<file path="src/rtl/neuron_mac_pkg.sv">
`default_nettype none
// ============================================================================
// Module  : neuron_mac_pkg
// Brief   : Data-format configuration, MAC state encoding and width helpers
// Revision: 1.0 - initial release
// ============================================================================
package neuron_mac_pkg;

    typedef enum logic [1:0] {
        DT_BOOL = 2'd0,
        DT_INT  = 2'd1,
        DT_FXP  = 2'd2,
        DT_FP   = 2'd3
    } dtype_t;

    typedef struct packed {
        dtype_t     dtype;
        logic       sign;
        logic [7:0] frac;
        logic [7:0] prec;
    } dconf_t;

    localparam dconf_t DEF_DCONF_FXP = '{dtype: DT_FXP, sign: 1'b1, frac: 8'd4, prec: 8'd8};

    typedef enum logic [1:0] {
        IDLE = 2'd0,
        ACC  = 2'd1,
        OUT  = 2'd2
    } mac_state_t;

    function automatic int acc_width(input int prec, input int nin);
        return 2 * prec + $clog2(nin + 1);
    endfunction

    // Integer formats carry no fraction regardless of the frac field
    function automatic int frac_bits(input dconf_t conf);
        return (conf.dtype == DT_FXP) ? int'(conf.frac) : 0;
    endfunction

endpackage
`default_nettype wire

</file>
<file path="src/rtl/fxp_rescale_sat.sv">
`default_nettype none
// ============================================================================
// Module  : fxp_rescale_sat
// Brief   : Drops FRAC fraction bits from a double-precision accumulator and
//           clamps the result to the CONF data range
// Revision: 1.0 - initial release
// ============================================================================
module fxp_rescale_sat
    import neuron_mac_pkg::*;
#(
    parameter dconf_t CONF = DEF_DCONF_FXP,
    parameter int     ACCW = 19
) (
    input  logic [ACCW-1:0]      acc,
    output logic [CONF.prec-1:0] sum,
    output logic                 sat
);

    localparam int c_prec = int'(CONF.prec);
    localparam int c_frac = frac_bits(CONF);

    generate
        if (CONF.sign) begin : g_signed
            localparam logic signed [ACCW-1:0] c_max = {{(ACCW-c_prec+1){1'b0}}, {(c_prec-1){1'b1}}};
            localparam logic signed [ACCW-1:0] c_min = {{(ACCW-c_prec+1){1'b1}}, {(c_prec-1){1'b0}}};
            logic signed [ACCW-1:0] w_shift;

            // Arithmetic shift floors toward -infinity
            assign w_shift = $signed(acc) >>> c_frac;

            always_comb begin
                sum = w_shift[c_prec-1:0];
                sat = 1'b0;
                if (w_shift > c_max) begin
                    sum = c_max[c_prec-1:0];
                    sat = 1'b1;
                end else if (w_shift < c_min) begin
                    sum = c_min[c_prec-1:0];
                    sat = 1'b1;
                end
            end
        end else begin : g_unsigned
            logic [ACCW-1:0] w_shift;

            assign w_shift = acc >> c_frac;

            always_comb begin
                sum = w_shift[c_prec-1:0];
                sat = 1'b0;
                if (w_shift[ACCW-1:c_prec] != '0) begin
                    sum = '1;
                    sat = 1'b1;
                end
            end
        end
    endgenerate

endmodule
`default_nettype wire

</file>
<file path="src/rtl/neuron_mac.sv">
`default_nettype none
// ============================================================================
// Module  : neuron_mac
// Brief   : Serial multiply-accumulate neuron: NIN (x, w) beats plus bias,
//           rescaled and saturated to one CONF-format weighted sum
// Revision: 1.0 - initial release
// ============================================================================
module neuron_mac
    import neuron_mac_pkg::*;
#(
    parameter dconf_t CONF = DEF_DCONF_FXP,
    parameter int     PREC = int'(CONF.prec),
    parameter int     NIN  = 4
) (
    input  logic            clk,
    input  logic            reset_,
    input  logic [PREC-1:0] bias,
    input  logic            in_valid,
    output logic            in_ready,
    input  logic [PREC-1:0] in_x,
    input  logic [PREC-1:0] in_w,
    output logic            out_valid,
    input  logic            out_ready,
    output logic [PREC-1:0] out_sum,
    output logic            out_sat
);

    localparam int ACCW     = acc_width(PREC, NIN);
    localparam int c_frac   = frac_bits(CONF);
    localparam int c_cntw   = $clog2(NIN + 1);
    localparam bit c_supported = (CONF.dtype == DT_INT) || (CONF.dtype == DT_FXP);
    localparam logic [c_cntw-1:0] c_last = c_cntw'(NIN - 1);

    mac_state_t        r_state;
    logic [c_cntw-1:0] r_cnt;
    logic [ACCW-1:0]   r_acc;
    logic              r_out_valid;
    logic [PREC-1:0]   r_sum;
    logic              r_sat;

    logic [ACCW-1:0]   w_prod;
    logic [ACCW-1:0]   w_bias;
    logic [ACCW-1:0]   w_acc_next;
    logic [PREC-1:0]   w_sum;
    logic              w_sat;
    logic              w_accept;

    generate
        if (CONF.sign) begin : g_sext
            logic signed [2*PREC-1:0] w_prod_s;
            assign w_prod_s = $signed(in_x) * $signed(in_w);
            assign w_prod   = {{(ACCW-2*PREC){w_prod_s[2*PREC-1]}}, w_prod_s};
            assign w_bias   = {{(ACCW-PREC){bias[PREC-1]}}, bias} << c_frac;
        end else begin : g_zext
            logic [2*PREC-1:0] w_prod_u;
            assign w_prod_u = in_x * in_w;
            assign w_prod   = {{(ACCW-2*PREC){1'b0}}, w_prod_u};
            assign w_bias   = {{(ACCW-PREC){1'b0}}, bias} << c_frac;
        end
    endgenerate

    assign in_ready   = !c_supported || (r_state != OUT);
    assign w_accept   = in_valid && in_ready;
    // The first beat seeds the accumulator with the bias aligned to 2*FRAC
    assign w_acc_next = ((r_state == IDLE) ? w_bias : r_acc) + w_prod;

    fxp_rescale_sat #(
        .CONF (CONF),
        .ACCW (ACCW)
    ) u_rescale (
        .acc (w_acc_next),
        .sum (w_sum),
        .sat (w_sat)
    );

    always_ff @(posedge clk or negedge reset_) begin
        if (!reset_) begin
            r_state     <= IDLE;
            r_cnt       <= '0;
            r_acc       <= '0;
            r_out_valid <= 1'b0;
            r_sum       <= '0;
            r_sat       <= 1'b0;
        end else if (c_supported) begin
            case (r_state)
                IDLE: begin
                    if (w_accept) begin
                        r_acc <= w_acc_next;
                        r_cnt <= c_cntw'(1);
                        if (NIN == 1) begin
                            r_state     <= OUT;
                            r_out_valid <= 1'b1;
                            r_sum       <= w_sum;
                            r_sat       <= w_sat;
                        end else begin
                            r_state <= ACC;
                        end
                    end
                end
                ACC: begin
                    if (w_accept) begin
                        r_acc <= w_acc_next;
                        r_cnt <= r_cnt + 1'b1;
                        if (r_cnt == c_last) begin
                            r_state     <= OUT;
                            r_out_valid <= 1'b1;
                            r_sum       <= w_sum;
                            r_sat       <= w_sat;
                        end
                    end
                end
                OUT: begin
                    if (out_ready) begin
                        r_state     <= IDLE;
                        r_out_valid <= 1'b0;
                        r_cnt       <= '0;
                    end
                end
                default: r_state <= IDLE;
            endcase
        end
    end

    assign out_valid = r_out_valid;
    assign out_sum   = r_sum;
    assign out_sat   = r_sat;

endmodule
`default_nettype wire
</file>
<file path="config.mk">
export PLATFORM = sky130hd
export DESIGN_NAME = neuron_mac
export DESIGN_NICKNAME = d
export VERILOG_FILES = /design/src/rtl/neuron_mac_pkg.sv /design/src/rtl/fxp_rescale_sat.sv /design/src/rtl/neuron_mac.sv
export SDC_FILE = /design/constraint.sdc
export NUM_CORES = 1
export LEC_CHECK = 0
export BUFFER_PORTS_ARGS = -buffer_cell sky130_fd_sc_hd__buf_2
export CORE_MARGIN = 4
export CORE_UTILIZATION = 38
export CTS_BUF_LIST = sky130_fd_sc_hd__clkbuf_8 sky130_fd_sc_hd__clkbuf_16
export DETAILED_ROUTE_END_ITERATION = 7
export PLACE_DENSITY_LB_ADDON = 0.3
export SLEW_MARGIN = 20
export SYNTH_ARGS = -nofsm -noshare
export SYNTH_HDL_FRONTEND = slang
export SYNTH_SLANG_ARGS = --single-unit
</file>
<file path="constraint.sdc">
create_clock -name clk -period 7.05 [get_ports clk]
set_input_delay 1.41 -clock clk [delete_from_list [all_inputs] [get_ports clk]]
set_output_delay 1.41 -clock clk [all_outputs]
set_load 0.05 [all_outputs]
</file>
==> results.yml, run 1 <==
status:
  status: "finished, violations left"
  violations: "negative setup slack"
synth:
  synth_compound_area_frac: 0.147
  yosysWarnings: 0
  synthMuxAreaShare: 0.0410
  yosysTopAreaCell: "fa_1"
  synth_common_cells: "103 x inv_1, 56 x fa_1, 51 x ha_1"
  synth_top_family_by_area: "adder cells"
  synth_top_area_frac: 0.217
  synth_xor_area_frac: 0.0541
  synth_edf_count: 0
  synthesis.area_um2: 5160
  synthesis.nets: 715
  synth_cell_type_count: 60
  ys_seq_area_frac: 0.165
  synthTopCellsByArea: "fa_1 22%, dfrtp_1 16%, ha_1 12%, inv_1 7.5%, and2_1 5.6%"
  synthSimpleGateAreaFrac: 0.168
  syn_inst: 580
  synth_most_common_cell: "inv_1"
  synthAdderAreaFrac: 0.343
  ys_async_sr_fraction: 1.00
  avgSynthCellArea_um2: 8.89
  synth_top_flop_cell: "dfrtp_1"
  synth_seq_cells: 34
clock_network:
  cts.htree.levels: 2
  ctsHoldBuffers: 0
  cts-buffers-inserted: 5
  clk_latency_ns: 0.28
  cts_tree: "yes"
  clkTransAtPathRegs_ns: 0.06
  clkSinkCount: 34
  clockRootBuffer: "clkbuf_16"
  clock_path_buffers: 2
timing:
  final_max_slew_viol_count: 0
  fin_ws_ns: -0.0966
  slew_headroom: 0.448
  finalHoldViolCount: 0
  period_share: 1.01
  fmax_mhz: 140
  clock_skew_ns: 0.00991
  period_minus_slack_ns: 7.15
  hold_slack_ns: 0.467
  rsz0062_at_grt: "true"
  worst_pin_slew_ns: 0.828
  setup_violations: 9
detailed_routing:
  drc_errors: 0
  via_per_inst: 5.00
  routed_wl_mm: 12.0
  first_iter_violations: 237
  antenna_left: 0
  wire_per_inst_um: 13.7
  num_vias: 4377
  first_pass_iters: 4
worst_hold_path:
  holdPathEnd: "out_sum[7]"
  min-delay-start: "out_sum[7]"
  hold_depth: 2
  hp-class: "flop to flop"
layout:
  nets: 833
  final_cells: 875
  final_core_util: 0.504
  fillerInstances: 1239
  area_growth_pct: 29.3
  drive_above_1_share: 0.306
  n_antenna_cell: 0
worst_setup_path:
  r2r_slack_ns: 2.55
  worstRegToRegCells: 14
  crit_required_ns: 7.26
  cp-end-kind: "flop"
  reg2reg_from: "r_state[1]"
  path_max_fanout: 8
  r2r_end: "out_sum[4]"
  critPathKind: "primary input to flop"
  critical_path_arrival_ns: 7.35
  startpoint_type: "primary input"
die:
  core_area_um2: 13200
  die_area_um2: 15500
  rows: 42
  io-pin-count: 39
  die_h_um: 125
  fp.dieW_um: 125
  start_util: 0.389
grt:
  grt_max_degree: 35
  gr-total-overflow: 0
  grt_pass1_wl_mm: 21.1
  first_global_vias: 4695
  grt_use_total: 0.159
  antenna_found_initial: 0
placed_design:
  preCtsSetupSlack_ns: -0.367
  routabilityCongestion: 0.838
  dpl.hpwl_mm: 9.56
  place_inst: 861
  port_buffers: 38
job:
  maxCapViolCount: 0
[how the worst max path moves through the flow]
stage	startpoint	end
2_1_floorplan	in_w[2]	out_sum[1]
3_3_place_gp	in_w[2]	out_sum[1]
3_5_place_dp	in_x[5]	out_sum[4]
4_1_cts	in_x[5]	out_sum[4]
5_1_grt	in_x[5]	out_sum[6]
6_report	in_x[2]	out_sum[4]
[metal layers]
layer / global-route usage / routed length, um / part of all wire / vias up
met5: 0 / 0 / 0 / -
met1: 0.194 / 4940 / 0.41 / 2140
met3: 0.0176 / 303 / 0.025 / 19
met2: 0.301 / 6570 / 0.55 / 66
met4: 0.0309 / 174 / 0.015 / 0
li1: - / - / - / 2152
[registers in the layout, summed over array words and instances, names as in the netlist]
name and flops:
r_acc 19, out_sum 8, out_sat 1, r_cnt 3
r_state 2, out_valid 1
[worst max-delay path: stages]
cell	delay, ns
clkbuf_4	0.16
and2_4	0.17
fa_1	0.53
fa_1	0.45
fa_1	0.55
inv_1	0.05
fa_1	0.53
inv_1	0.06
ha_4	0.26
inv_1	0.04
o21bai_1	0.17
a21oi_2	0.08
buf_4	0.13
buf_4	0.13
xnor2_2	0.12
ha_1	0.29
a21o_1	0.18
a21oi_2	0.13
buf_4	0.14
nand2_1	0.05
o21a_1	0.21
buf_4	0.15
or2_0	0.21
maj3_2	0.33
a31oi_4	0.20
xnor2_2	0.12
a22o_4	0.32
o22ai_2	0.18
[per-stage QoR]
stage | TNS, ns | area (um2)
final | -0.606 | 6670
after global routing | -2.89 | 6670
after CTS | -0.322 | 6550
after detailed placement | -3.13 | 6190
after global placement | -2.18 | 6190
after floorplan | -0.0146 | 5250
[logic make-up (layout without fill, tap and decap cells)]
group                    after synthesis  count (layout)
adder cells (fa/ha/maj)              108             108
flip-flops                            34              34
buffers and inverters                112             231
AO/OA/AOI/OAI                        111             111
AND/OR/NAND/NOR                      165             165
multiplexers                          19              19
XOR/XNOR                              31              31
[final cells by class]
cell class | instances | area (um2) | share of cell area
multi-input combinational | 434 | 4160 | 0.624
inverter | 103 | 387 | 0.0580
sequential | 34 | 851 | 0.128
clock inverter | 3 | 68.8 | 0.0103
clock buffer | 5 | 125 | 0.0188
timing repair buffer | 120 | 857 | 0.129
tap | 176 | 220 | 0.0330
[what timing repair did]
item / 4_1_cts / 5_1_grt
pin swaps: 33 / 22
setup endpoints to repair: 9 / 13
buffers inserted: 4 / 2
resized for setup: 36 / 23
[cell usage in the layout (no fill, tap or decap), drive strengths merged, types with 2 or more instances in the layout]
cell / n
o211ai: 3
xnor2: 20
a311oi: 2
o21ai: 35
a21oi: 18
a2111oi: 3
and2: 46
nand2: 40
o31ai: 3
o21a: 8
buf: 118
nand4: 2
mux2: 17
bufinv: 2
or2: 4
a211o: 2
ha: 51
nor3: 5
o21bai: 2
fa: 56
inv: 103
nand2b: 5
xor2: 11
a211oi: 11
dfrtp: 34
o2bb2ai: 4
a21o: 8
nor2b: 12
or3: 4
o22ai: 3
and4: 2
a31oi: 3
mux2i: 2
clkbuf: 7
nand3: 4
nor2: 36
Power of run 1 is left out: the tool's default activity adds up to more than one toggle a clock period on the data nets, which glitch-free logic cannot reach.
==> run 2: changes to the inputs <==
--- a/config.mk
+++ b/config.mk
@@ -10,6 +10,7 @@
 export CORE_UTILIZATION = 38
 export CTS_BUF_LIST = sky130_fd_sc_hd__clkbuf_8 sky130_fd_sc_hd__clkbuf_16
 export DETAILED_ROUTE_END_ITERATION = 7
+export MAX_ROUTING_LAYER = met4
 export PLACE_DENSITY_LB_ADDON = 0.3
 export SLEW_MARGIN = 20
 export SYNTH_ARGS = -nofsm -noshare
==> run 2 against run 1 <==
Compared with the run above: the run still ends with negative setup slack left; core utilization unchanged; critical path depth did not move; clock-buffer cell count is the same; first-iteration DRC count fell by 14%; non-clock buffer count did not move; sequential cell count did not move; fmax is essentially flat; die area is the same; wire length hardly changed; worst setup slack about the same; final area unchanged; largest cell class unchanged.
==> results.yml, run 2 (synthesized netlist as in run 1, its figures left out) <==
detailed_routing:
  routed_wl_mm: 12.0
  antenna_left: 0
  drc_errors: 0
  first_iter_violations: 205
  wire_per_inst_um: 13.7
  num_vias: 4382
  first_pass_iters: 4
  via_per_inst: 5.01
clock_network:
  clockRootBuffer: "clkbuf_16"
  cts.htree.levels: 2
  cts_tree: "yes"
  clock_path_buffers: 2
  clk_latency_ns: 0.29
  cts-buffers-inserted: 5
  clkTransAtPathRegs_ns: 0.06
  clkSinkCount: 34
worst_setup_path:
  cp_top_family: "adder cells"
  reg2reg_from: "r_state[1]"
  crit_required_ns: 7.26
  critPathKind: "primary input to flop"
  cpPeakStageDelay_ns: 0.55
  worstRegToRegCells: 14
  r2r_end: "out_sum[4]"
  cp.buffers_inverters: 8
  cp-end-kind: "flop"
  critPathSlowestCell: "fa_1"
  r2r_slack_ns: 2.53
  startpoint_type: "primary input"
  critical_path_arrival_ns: 7.35
  path_max_fanout: 8
die:
  die_area_um2: 15500
  core_area_um2: 13200
  fp.dieW_um: 125
  start_util: 0.389
  io-pin-count: 39
  die_h_um: 125
  rows: 42
worst_hold_path:
  hp-class: "flop to flop"
  hold_depth: 2
  min-delay-start: "out_sum[7]"
  holdPathEnd: "out_sum[7]"
grt:
  grt_use_total: 0.163
  first_global_vias: 4691
  gr-total-overflow: 0
  grt_max_degree: 35
  grt_pass1_wl_mm: 21.1
  antenna_found_initial: 0
placed_design:
  routabilityCongestion: 0.851
  port_buffers: 38
  dpl.hpwl_mm: 9.56
layout:
  largest_reg_flops: 19
  final_cell_mix: "95 x inv_1, 84 x buf_4, 55 x fa_1, 43 x ha_1, 39 x and2_1"
  area_growth_pct: 29.3
  n_antenna_cell: 0
  nets: 833
  final_core_util: 0.504
  final_common_cell: "inv_1"
  drive_above_1_share: 0.306
  largest-register: "r_acc"
timing:
  period_share: 1.01
  final_max_slew_viol_count: 0
  period_minus_slack_ns: 7.15
  worst_pin_slew_ns: 0.822
  fin_ws_ns: -0.0969
  setup_violations: 9
  clock_skew_ns: 0.00957
  rsz0062_at_grt: "true"
  finalHoldViolCount: 0
  slew_headroom: 0.452
  fmax_mhz: 140
status:
  violations: "negative setup slack"
  status: "finished, violations left"
job:
  maxCapViolCount: 0
==> run 2: cell counts in the layout (fill, tap and decap cells not counted) <==
No cell type changed its count.
==> run 2: what timing repair did <==
item	4_1_cts	5_1_grt
pin swaps	33	22
hold buffers	0	0
setup buffers	4	2
resized for setup	36	23
setup endpoints to repair	9	13
==> run 2: metrics by stage <==
stage               std cells  cell area (um2)  hold slack (ns)  TNS (ns)  setup slack [ns]
floorplan                 580             5250            0.441   -0.0146           -0.0146
finish                    875             6670            0.467    -0.603           -0.0969
CTS                       873             6550            0.471    -0.322           -0.0828
detailed placement        861             6190            0.457     -3.13            -0.367
global placement          861             6190            0.454     -2.18            -0.256
global route              875             6670            0.490     -2.89            -0.328
==> run 2: final cells by class <==
class / instances / area (um2)
well taps: 176 / 220
clock buffers: 5 / 125
fillers: 1239 / 6570
multi-input cells: 434 / 4160
flip-flops and latches: 34 / 851
inverters: 103 / 387
repair buffers: 120 / 857
clock inverters: 3 / 68.8
==> run 2: worst max path at each step <==
stage          startpoint  depth (start not counted)          to
2_1_floorplan     in_w[2]                         29  out_sum[1]
3_3_place_gp      in_w[2]                         28  out_sum[1]
3_5_place_dp      in_x[5]                         27  out_sum[4]
4_1_cts           in_x[5]                         30  out_sum[4]
5_1_grt           in_x[5]                         30  out_sum[6]
6_report          in_x[2]                         28  out_sum[4]
==> run 2: worst min-delay path: stages, from the launching register on <==
cell     delay [ns]
dfrtp_1        0.33
nand2_1        0.05
nand2_1        0.05
==> run 2: routing by layer <==
| metal | GRT usage | vias to the layer above | wire length (um) |
|---|---|---|---|
| met2 | 0.301 | 52 | 6580 |
| met1 | 0.194 | 2156 | 5000 |
| met5 | - | - | 0 |
| li1 | - | 2151 | - |
| met3 | 0.0176 | 23 | 233 |
| met4 | 0.0309 | 0 | 168 |
Power of run 2 is left out for the same reason.
